--- src/rtl/vmem_bus_arbiter.sv ---
// Video-memory bus arbiter: one pixel-fetch port and two control units share a single
// memory port, with a bounded pixel run and round-robin between the control units.
module vmem_bus_arbiter #(
    parameter int unsigned MAX_PIX_RUN = 4
) (
    input  logic        clk,
    input  logic        reset,
    input  logic [2:0]  req_as,
    input  logic [21:0] req_addr0,
    input  logic [21:0] req_addr1,
    input  logic [21:0] req_addr2,
    input  logic [2:0]  req_burst,
    output logic [2:0]  req_ack,
    output logic [2:0]  req_valid,
    output logic [15:0] req_din,
    output logic [21:0] mem_address,
    output logic        mem_as,
    output logic        mem_burst,
    input  logic [15:0] mem_din,
    input  logic        mem_ack,
    input  logic        mem_burstdata_valid,
    output logic [1:0]  owner,
    output logic [1:0]  state_o
);

    // Handshake: a requester holds req_as until it sees its req_ack pulse; the memory
    // returns one mem_ack per cycle and any number of mem_burstdata_valid beats before it.
    localparam int unsigned RW = $clog2(MAX_PIX_RUN + 1);
    localparam logic [RW-1:0] PIX_MAX = RW'(MAX_PIX_RUN);

    typedef enum logic [1:0] {
        IDLE    = 2'd0,
        GRANT   = 2'd1,
        RELEASE = 2'd2
    } state_e;

    state_e        state_q, state_d;
    logic [1:0]    owner_q, owner_d;
    logic [21:0]   addr_q, addr_d;
    logic          burst_q, burst_d;
    logic          as_q, as_d;
    logic [RW-1:0] pix_run_q, pix_run_d;
    logic          last_unit_q, last_unit_d;

    logic ctrl_pending;
    logic unit_sel;
    logic pix_wins;

    assign ctrl_pending = req_as[1] | req_as[2];
    // On a tie the unit not served last wins; otherwise whichever unit is asking.
    assign unit_sel     = (req_as[1] & req_as[2]) ? ~last_unit_q : req_as[2];
    assign pix_wins     = req_as[0] & ~((pix_run_q == PIX_MAX) & ctrl_pending);

    always_ff @(posedge clk) begin
        if (reset) begin
            state_q     <= IDLE;
            owner_q     <= 2'd0;
            addr_q      <= '0;
            burst_q     <= 1'b0;
            as_q        <= 1'b0;
            pix_run_q   <= '0;
            last_unit_q <= 1'b1;
        end else begin
            state_q     <= state_d;
            owner_q     <= owner_d;
            addr_q      <= addr_d;
            burst_q     <= burst_d;
            as_q        <= as_d;
            pix_run_q   <= pix_run_d;
            last_unit_q <= last_unit_d;
        end
    end

    always_comb begin
        state_d     = state_q;
        owner_d     = owner_q;
        addr_d      = addr_q;
        burst_d     = burst_q;
        as_d        = as_q;
        pix_run_d   = pix_run_q;
        last_unit_d = last_unit_q;
        case (state_q)
            IDLE: begin
                if (|req_as) begin
                    state_d = GRANT;
                    as_d    = 1'b1;
                    if (pix_wins) begin
                        owner_d = 2'd1;
                        addr_d  = req_addr0;
                        burst_d = req_burst[0];
                        // The run only counts while a control unit is actually waiting.
                        if (!ctrl_pending) begin
                            pix_run_d = '0;
                        end else if (pix_run_q != PIX_MAX) begin
                            pix_run_d = pix_run_q + RW'(1);
                        end
                    end else if (!unit_sel) begin
                        owner_d     = 2'd2;
                        addr_d      = req_addr1;
                        burst_d     = req_burst[1];
                        last_unit_d = 1'b0;
                        pix_run_d   = '0;
                    end else begin
                        owner_d     = 2'd3;
                        addr_d      = req_addr2;
                        burst_d     = req_burst[2];
                        last_unit_d = 1'b1;
                        pix_run_d   = '0;
                    end
                end
            end
            GRANT: begin
                if (mem_ack) begin
                    state_d = RELEASE;
                    as_d    = 1'b0;
                    owner_d = 2'd0;
                end
            end
            RELEASE: begin
                state_d = IDLE;
            end
            default: begin
                state_d = IDLE;
                as_d    = 1'b0;
                owner_d = 2'd0;
            end
        endcase
    end

    // Memory responses are steered to the owner only while a cycle is in flight.
    always_comb begin
        req_ack   = 3'b000;
        req_valid = 3'b000;
        if (state_q == GRANT) begin
            case (owner_q)
                2'd1: begin
                    req_ack[0]   = mem_ack;
                    req_valid[0] = mem_burstdata_valid;
                end
                2'd2: begin
                    req_ack[1]   = mem_ack;
                    req_valid[1] = mem_burstdata_valid;
                end
                2'd3: begin
                    req_ack[2]   = mem_ack;
                    req_valid[2] = mem_burstdata_valid;
                end
                default: ;
            endcase
        end
    end

    assign req_din     = mem_din;
    assign mem_address = addr_q;
    assign mem_as      = as_q;
    assign mem_burst   = burst_q;
    assign owner       = owner_q;
    assign state_o     = state_q;

endmodule

--- config.mk ---
export PLATFORM = sky130hd
export DESIGN_NAME = vmem_bus_arbiter
export DESIGN_NICKNAME = d
export VERILOG_FILES = /design/src/rtl/vmem_bus_arbiter.sv
export SDC_FILE = /design/constraint.sdc
export NUM_CORES = 1
export LEC_CHECK = 0
export ABC_AREA = 1
export BUFFER_PORTS_ARGS = -buffer_cell sky130_fd_sc_hd__buf_2
export CELL_PAD_IN_SITES_DETAIL_PLACEMENT = 2
export CELL_PAD_IN_SITES_GLOBAL_PLACEMENT = 2
export CORE_MARGIN = 8
export CORE_UTILIZATION = 17
export DETAILED_ROUTE_END_ITERATION = 7
export PLACE_DENSITY = 0.86
export SYNTH_ARGS = -nofsm -noshare
export SYNTH_HDL_FRONTEND = slang
export SYNTH_SLANG_ARGS = --single-unit
--- constraint.sdc ---
create_clock -name clk -period 1.35 [get_ports clk]
set_input_delay 0.0675 -clock clk [delete_from_list [all_inputs] [get_ports clk]]
set_output_delay 0.0675 -clock clk [all_outputs]
set_load 0.05 [all_outputs]
==> out/results.tsv, run 1 <==
stage	metric	value	unit
setup_path	critical_path.endpoint_type	flip-flop	
synth	yosysTopAreaCell	dfxtp_1	
cts	path_clk_slew	0.05	ns
drt	vias_per_cell	4.40	
grt	grt_pass1_vias	2986	
floorplanning	rows	39	
sta	max_freq	684	MHz
cells_and_area	nFillCells	1344	
hold_path	hold_class	in2reg	
cts	clock_path_buffers	2	
setup_path	start_kind	flip-flop	
synth	synth_common_cells	nand2_1 (106), nor2_1 (38), nand3_1 (37), dfxtp_1 (32)	
cells_and_area	register_area	649	um2
cts	cts_tree	yes	
power	power_density	1070	nW/um2
grt	grt.busiest_layer	met2	
place	routabilityCongestion	0.757	
power	leakage	1.77	nW
synth	ys_seq_area_frac	0.322	
status	status	finished, violations left	
floorplanning	dieHeight	124	um
grt	use_met1	0.124	
synth	synthTopCellsByArea	dfxtp_1 (32%), nand2_1 (20%), nand3_1 (9.3%)	
run	maxCapViolations	0	
cts	clock-sinks	32	
power	pwr-share-clk	0.312	
setup_path	cp_max_fo	5	
place	dp_hpwl	7.03	mm
floorplanning	fp.dieArea	15400	um2
power	p_comb_frac	0.391	
status	violations	setup timing	
grt	grt_util_all_layers	0.121	
synth	syn_area	1990	um2
floorplanning	die_w	124	um
cts	root_buffer	clkbuf_16	
cells_and_area	nets	531	
grt	use_met2	0.232	
cells_and_area	antenna_cells	0	
cells_and_area	utilization	0.305	
cells_and_area	multi_input_area	1380	um2
power	sequentialPowerShare	0.296	
cells_and_area	syn_to_final_growth	74.9	%
setup_path	path_class	reg2reg	
sta	min_period	1.46	ns
synth	yosysTopAreaCellShare	0.322	
synth	yosysMostFrequentCell	nand2_1	
sta	tightest_slew	0.325	ns
synth	synthCells	318	
sta	max_slew_margin	0.783	
drt	vias	2554	
setup_path	crit_required	1.52	ns
setup_path	reg2reg_slack	-0.11	ns
sta	finalSetupViolations	27	
place	place_ws	-0.185	ns
setup_path	critPathArrivalTime	1.63	ns
synth	syn_nets	412	
cells_and_area	layout-drive-gt1-share	0.546	
drt	drc_errors	0	
hold_path	hold_depth	2	
sta	clock_skew	0.00444	ns
power	vdd_drop_max	0.404	mV
cts	cts_inserted_buffers	5	
synth	avgSynthCellArea	6.26	um2
grt	use_met3	0.0387	
setup_path	rr_worst_depth	11	
floorplanning	start_util	0.174	
synth	synth_edf_count	0	
synth	ys_ff_latch	32	
place	portBuffers	109	
sta	setup_ws	-0.112	ns
sta	slew_viol_final	0	
power	internal-power	2.31	mW
cts	clk_latency	0.28	ns
synth	netlist-cell-type-count	24	
sta	hold_viol	0	
power	p_sw	1.42	mW
grt	grt-ovfl-total	0	
synth	yosys_warnings	0	
floorplanning	ioPinCount	142	
synth	synthArstFlopShare	0	
synth	synth-main-ff-cell	dfxtp_1	
drt	post_drt_wl_per_cell	17.8	um
cts	htreeDepth	2	
sta	fin_crit_sh	1.08	
floorplanning	core_area	11400	um2
grt	antenna_found_initial	0	
grt	grt_max_degree	32	
drt	final_antenna_net_count	0	
sta	rsz0062_at_grt	true	
drt	detail_route.iter0.violations	31	
power	swShare	0.381	
drt	dr.pass1.iters	2	
grt	grt_pass1_wl	15.5	mm
drt	wl	10.3	mm
-- layout by cell type, fill, tap and decap left out, types with 2 or more instances in the layout --
cell	count
inv_1	15
nor2_1	23
buf_6	10
buf_4	21
o21ai_0	16
buf_12	4
clkbuf_16	9
nand3_1	21
buf_16	2
nand2_2	17
nor2_2	7
inv_2	3
nand4_1	2
inv_4	2
dfxtp_1	27
nor2_4	10
a21oi_1	11
nand3_2	16
dfxtp_2	4
clkinvlp_4	2
buf_2	103
a21oi_2	11
nand2_4	11
nand2_1	80
-- cells by family after synthesis --
family | Yosys count | synth area share
simple gates | 188 | 0.394
buf+inv | 54 | 0.154
compound gates | 41 | 0.113
flops | 32 | 0.322
fa+ha+maj | 2 | 0.0126
xor+xnor | 1 | 0.00440
-- what timing repair did --
action | CTS | global route
resized for setup | 58 | 52
pin swaps | 23 | 23
cloned | 4 | 4
buffers inserted | 7 | 6
hold buffers | 0 | 0
hold endpoints to repair | 0 | 0
endpoints found under the setup margin | 34 | 34
-- metal layers --
layer  share of wire  up-vias
li1                -     1232
met1            0.40     1250
met2            0.54       66
met3           0.055        6
met4          0.0051        0
met5               0        -
-- final timing paths --
path / start / end
max: pix_run_q[0] / mem_address[12]
min: reset / pix_run_q[1]
max reg2reg: pix_run_q[0] / mem_address[12]
min reg2reg: mem_as / mem_as
-- registers in the layout (all words and copies together) (netlist names) --
signal       flops
last_unit_q      1
pix_run_q        3
mem_burst        1
owner            2
mem_as           1
state_o          2
mem_address     22
-- power groups by stage --
stage | clock, mW | sequential (mW) | combinational (mW)
after floorplan | 0 | 1.42 | 0.577
after global placement | 0 | 1.12 | 1.11
after detailed placement | 0 | 1.12 | 1.16
after CTS | 1.20 | 1.10 | 1.29
after global routing | 1.25 | 1.12 | 1.58
final | 1.17 | 1.11 | 1.46
-- per-stage QoR --
stage	setup TNS (ns)	power [mW]	cell area, um2	hold WS [ns]	std cells
6_report	-1.50	3.73	3480	0.0836	581
3_3_place_gp	-2.13	2.22	2690	0.135	552
2_1_floorplan	0	2.00	2040	0.242	318
3_5_place_dp	-3.21	2.28	2690	0.135	552
4_1_cts	-1.05	3.60	3180	0.0645	571
5_1_grt	-4.07	3.95	3480	0.0789	581
-- cell type report --
| cell class | count | share of cell area |
|---|---|---|
| clock buffers | 7 | 0.0410 |
| inverters | 21 | 0.0252 |
| well taps | 143 | 0.0514 |
| clock inverters | 1 | 0.00216 |
| flip-flops and latches | 32 | 0.186 |
| multi-input cells | 232 | 0.396 |
| repair buffers | 145 | 0.298 |
-- critical path, stage by stage (launching register included) --
cell and delay (ns):
dfxtp_2 0.33, inv_2 0.07, ha_4 0.13, nand2_4 0.05
nor2_4 0.14, nor2_4 0.06, buf_12 0.15, buf_16 0.14
nand2_4 0.05, nand2_2 0.06, nor2_2 0.11, nor2_1 0.05
No activity file was read; power rests on OpenSTA's default activity.
==> run 2: changes to the inputs <==
- CTS_BUF_LIST: unset -> sky130_fd_sc_hd__clkbuf_8 sky130_fd_sc_hd__clkbuf_16
- PLACE_DENSITY: 0.86 -> 0.76
==> run 2 against run 1 <==
  * Register-to-register slack hardly changed
  * Count of clock-buffer cells in the layout did not move
  * Sequential power is essentially flat
  * The run still ends with setup timing left
  * Highest routed layer unchanged
  * Global-route usage rose by 0.38 points
  * Critical path type unchanged
==> out/results.tsv, run 2 (synthesized netlist as in run 1, its figures left out) <==
stage	metric	value	unit
sta	hold_viol	0	
sta	rsz0062_at_grt	true	
cells_and_area	utilization	0.284	
setup_path	crit_slowest_cell	dfxtp_2	
drt	detail_route.iter0.violations	54	
run	maxCapViolations	0	
cells_and_area	layout-drive-gt1-share	0.494	
power	leakage	1.67	nW
cells_and_area	multi_input_area	1320	um2
grt	antenna_found_initial	0	
drt	vias_per_cell	4.37	
place	place_area	2680	um2
status	violations	setup timing	
cts	cts_tree	yes	
cells_and_area	layout_commonest_cell	buf_2	
hold_path	hold_class	in2reg	
cells_and_area	syn_to_final_growth	63.0	%
sta	fin_crit_sh	1.08	
status	status	finished, violations left	
grt	grt_pass1_wl	15.8	mm
drt	wl	9.61	mm
setup_path	worstPathCellList	inv_2 > ha_4 > nand2_4 > nor2_4 > nor2_4 > buf_6 > buf_12 > nand2_4 > nand2_1 > nor2_1 > nor2_1	
cts	clk_latency	0.27	ns
drt	final_antenna_net_count	0	
cts	root_buffer	clkbuf_16	
sta	min_period	1.46	ns
drt	drc_errors	0	
setup_path	crit_required	1.51	ns
setup_path	critPathArrivalTime	1.62	ns
drt	dr.pass1.iters	4	
floorplanning	rows	39	
cells_and_area	antenna_cells	0	
cts	cts_inserted_buffers	5	
cells_and_area	largest_reg_flops	22	
cells_and_area	fin_area	3250	um2
cells_and_area	register_area	647	um2
cells_and_area	fin_cells	572	
grt	grt-ovfl-total	0	
place	dp_hpwl	7.06	mm
cts	htreeDepth	2	
sta	setup_ws	-0.108	ns
sta	tightest_slew	0.322	ns
power	vdd_drop_max	0.584	mV
sta	slew_viol_final	0	
place	routabilityCongestion	0.722	
cells_and_area	nets	522	
place	portBuffers	109	
place	dp_cells	555	
setup_path	critical_path.endpoint_type	flip-flop	
power	power_density	1170	nW/um2
grt	use_met2	0.224	
grt	grt.busiest_layer	met2	
floorplanning	dieHeight	124	um
grt	use_met1	0.138	
cts	clock_path_buffers	2	
floorplanning	core_area	11400	um2
grt	grt_pass1_vias	2974	
drt	vias	2500	
sta	clock_skew	0.00581	ns
setup_path	path_class	reg2reg	
setup_path	crit_path_max_incr_delay	0.33	ns
cells_and_area	nFillCells	1374	
grt	use_met3	0.0404	
floorplanning	die_w	124	um
sta	finalSetupViolations	22	
power	total_power	3.80	mW
floorplanning	ioPinCount	142	
floorplanning	fp.dieArea	15400	um2
setup_path	start_kind	flip-flop	
setup_path	cp_max_fo	7	
drt	post_drt_wl_per_cell	16.8	um
grt	grt_util_all_layers	0.124	
floorplanning	start_util	0.174	
cts	clock-sinks	32	
cells_and_area	layout_common_cells	buf_2 (103), nand2_1 (86), nand3_1 (28)	
setup_path	crit_buf_inv	3	
grt	grt_max_degree	19	
cts	path_clk_slew	0.05	ns
sta	max_freq	686	MHz
sta	max_slew_margin	0.785	
sta	hold_ws	0.0669	ns
setup_path	path_delay_family	simple AND/OR/NAND/NOR gates	
run 2: changes by cell type in the layout (fill, tap and decap cells not counted), moves of 3 or more:
| cell | delta |
|---|---|
| nand3_1 | +7 |
| nand3_2 | -7 |
| nand2_1 | +6 |
| a21oi_2 | -5 |
| clkbuf_16 | -4 |
| a21oi_1 | +3 |
| buf_12 | -3 |
| nand2_2 | -3 |
| nand2_4 | -3 |
run 2: worst register-to-register path, stage by stage (launching register included):
cell and delay (ns):
dfxtp_2 0.33, inv_2 0.08, ha_4 0.15, nand2_4 0.06
nor2_4 0.14, nor2_4 0.05, buf_6 0.15, buf_12 0.15
nand2_4 0.06, nand2_1 0.04, nor2_1 0.11, nor2_1 0.05
run 2: worst paths after layout:
check | end | from | slack, ns | cells past startpoint
worst max register to register | mem_address[13] | pix_run_q[0] | -0.11 | 11
worst max-delay path | mem_address[13] | pix_run_q[0] | -0.11 | 11
worst min-delay path | owner[1] | reset | 0.07 | 2
worst min register to register | mem_as | mem_as | 0.47 | 2
run 2: power breakdown:
group	switching, mW	internal (mW)
Sequential	0.0614	1.05
Combinational	0.872	0.431
Clock	0.417	0.971
Total	1.35	2.45
run 2: what timing repair did:
| item | in CTS | in global routing |
|---|---|---|
| pin swaps | 19 | 22 |
| gates resized for setup | 48 | 40 |
| setup buffers | 6 | 0 |
| hold buffers | 0 | 0 |
| gates cloned | 4 | 0 |
| setup endpoints to repair | 32 | 36 |
run 2: cell type report:
cell class,instances,area share
repair buffers,136,0.259
flip-flops and latches,32,0.199
clock buffers,7,0.0470
clock inverters,1,0.00925
well taps,143,0.0551
multi-input cells,232,0.406
inverters,21,0.0243
run 2: stage by stage:
step           setup TNS (ns)  worst slack (ns)
2_1_floorplan               0            0.0163
3_3_place_gp           -0.134           -0.0485
3_5_place_dp            -1.84            -0.139
4_1_cts                -0.630           -0.0505
5_1_grt                 -3.73            -0.188
6_report                -1.57            -0.108
run 2: routing by layer:
metal  share of wire  up-vias  wire length (um)
met5               0        -                 0
met4          0.0088        0                85
met3           0.065       10               623
met2            0.51       82              4890
met1            0.42     1199              4010
li1                -     1209                 -
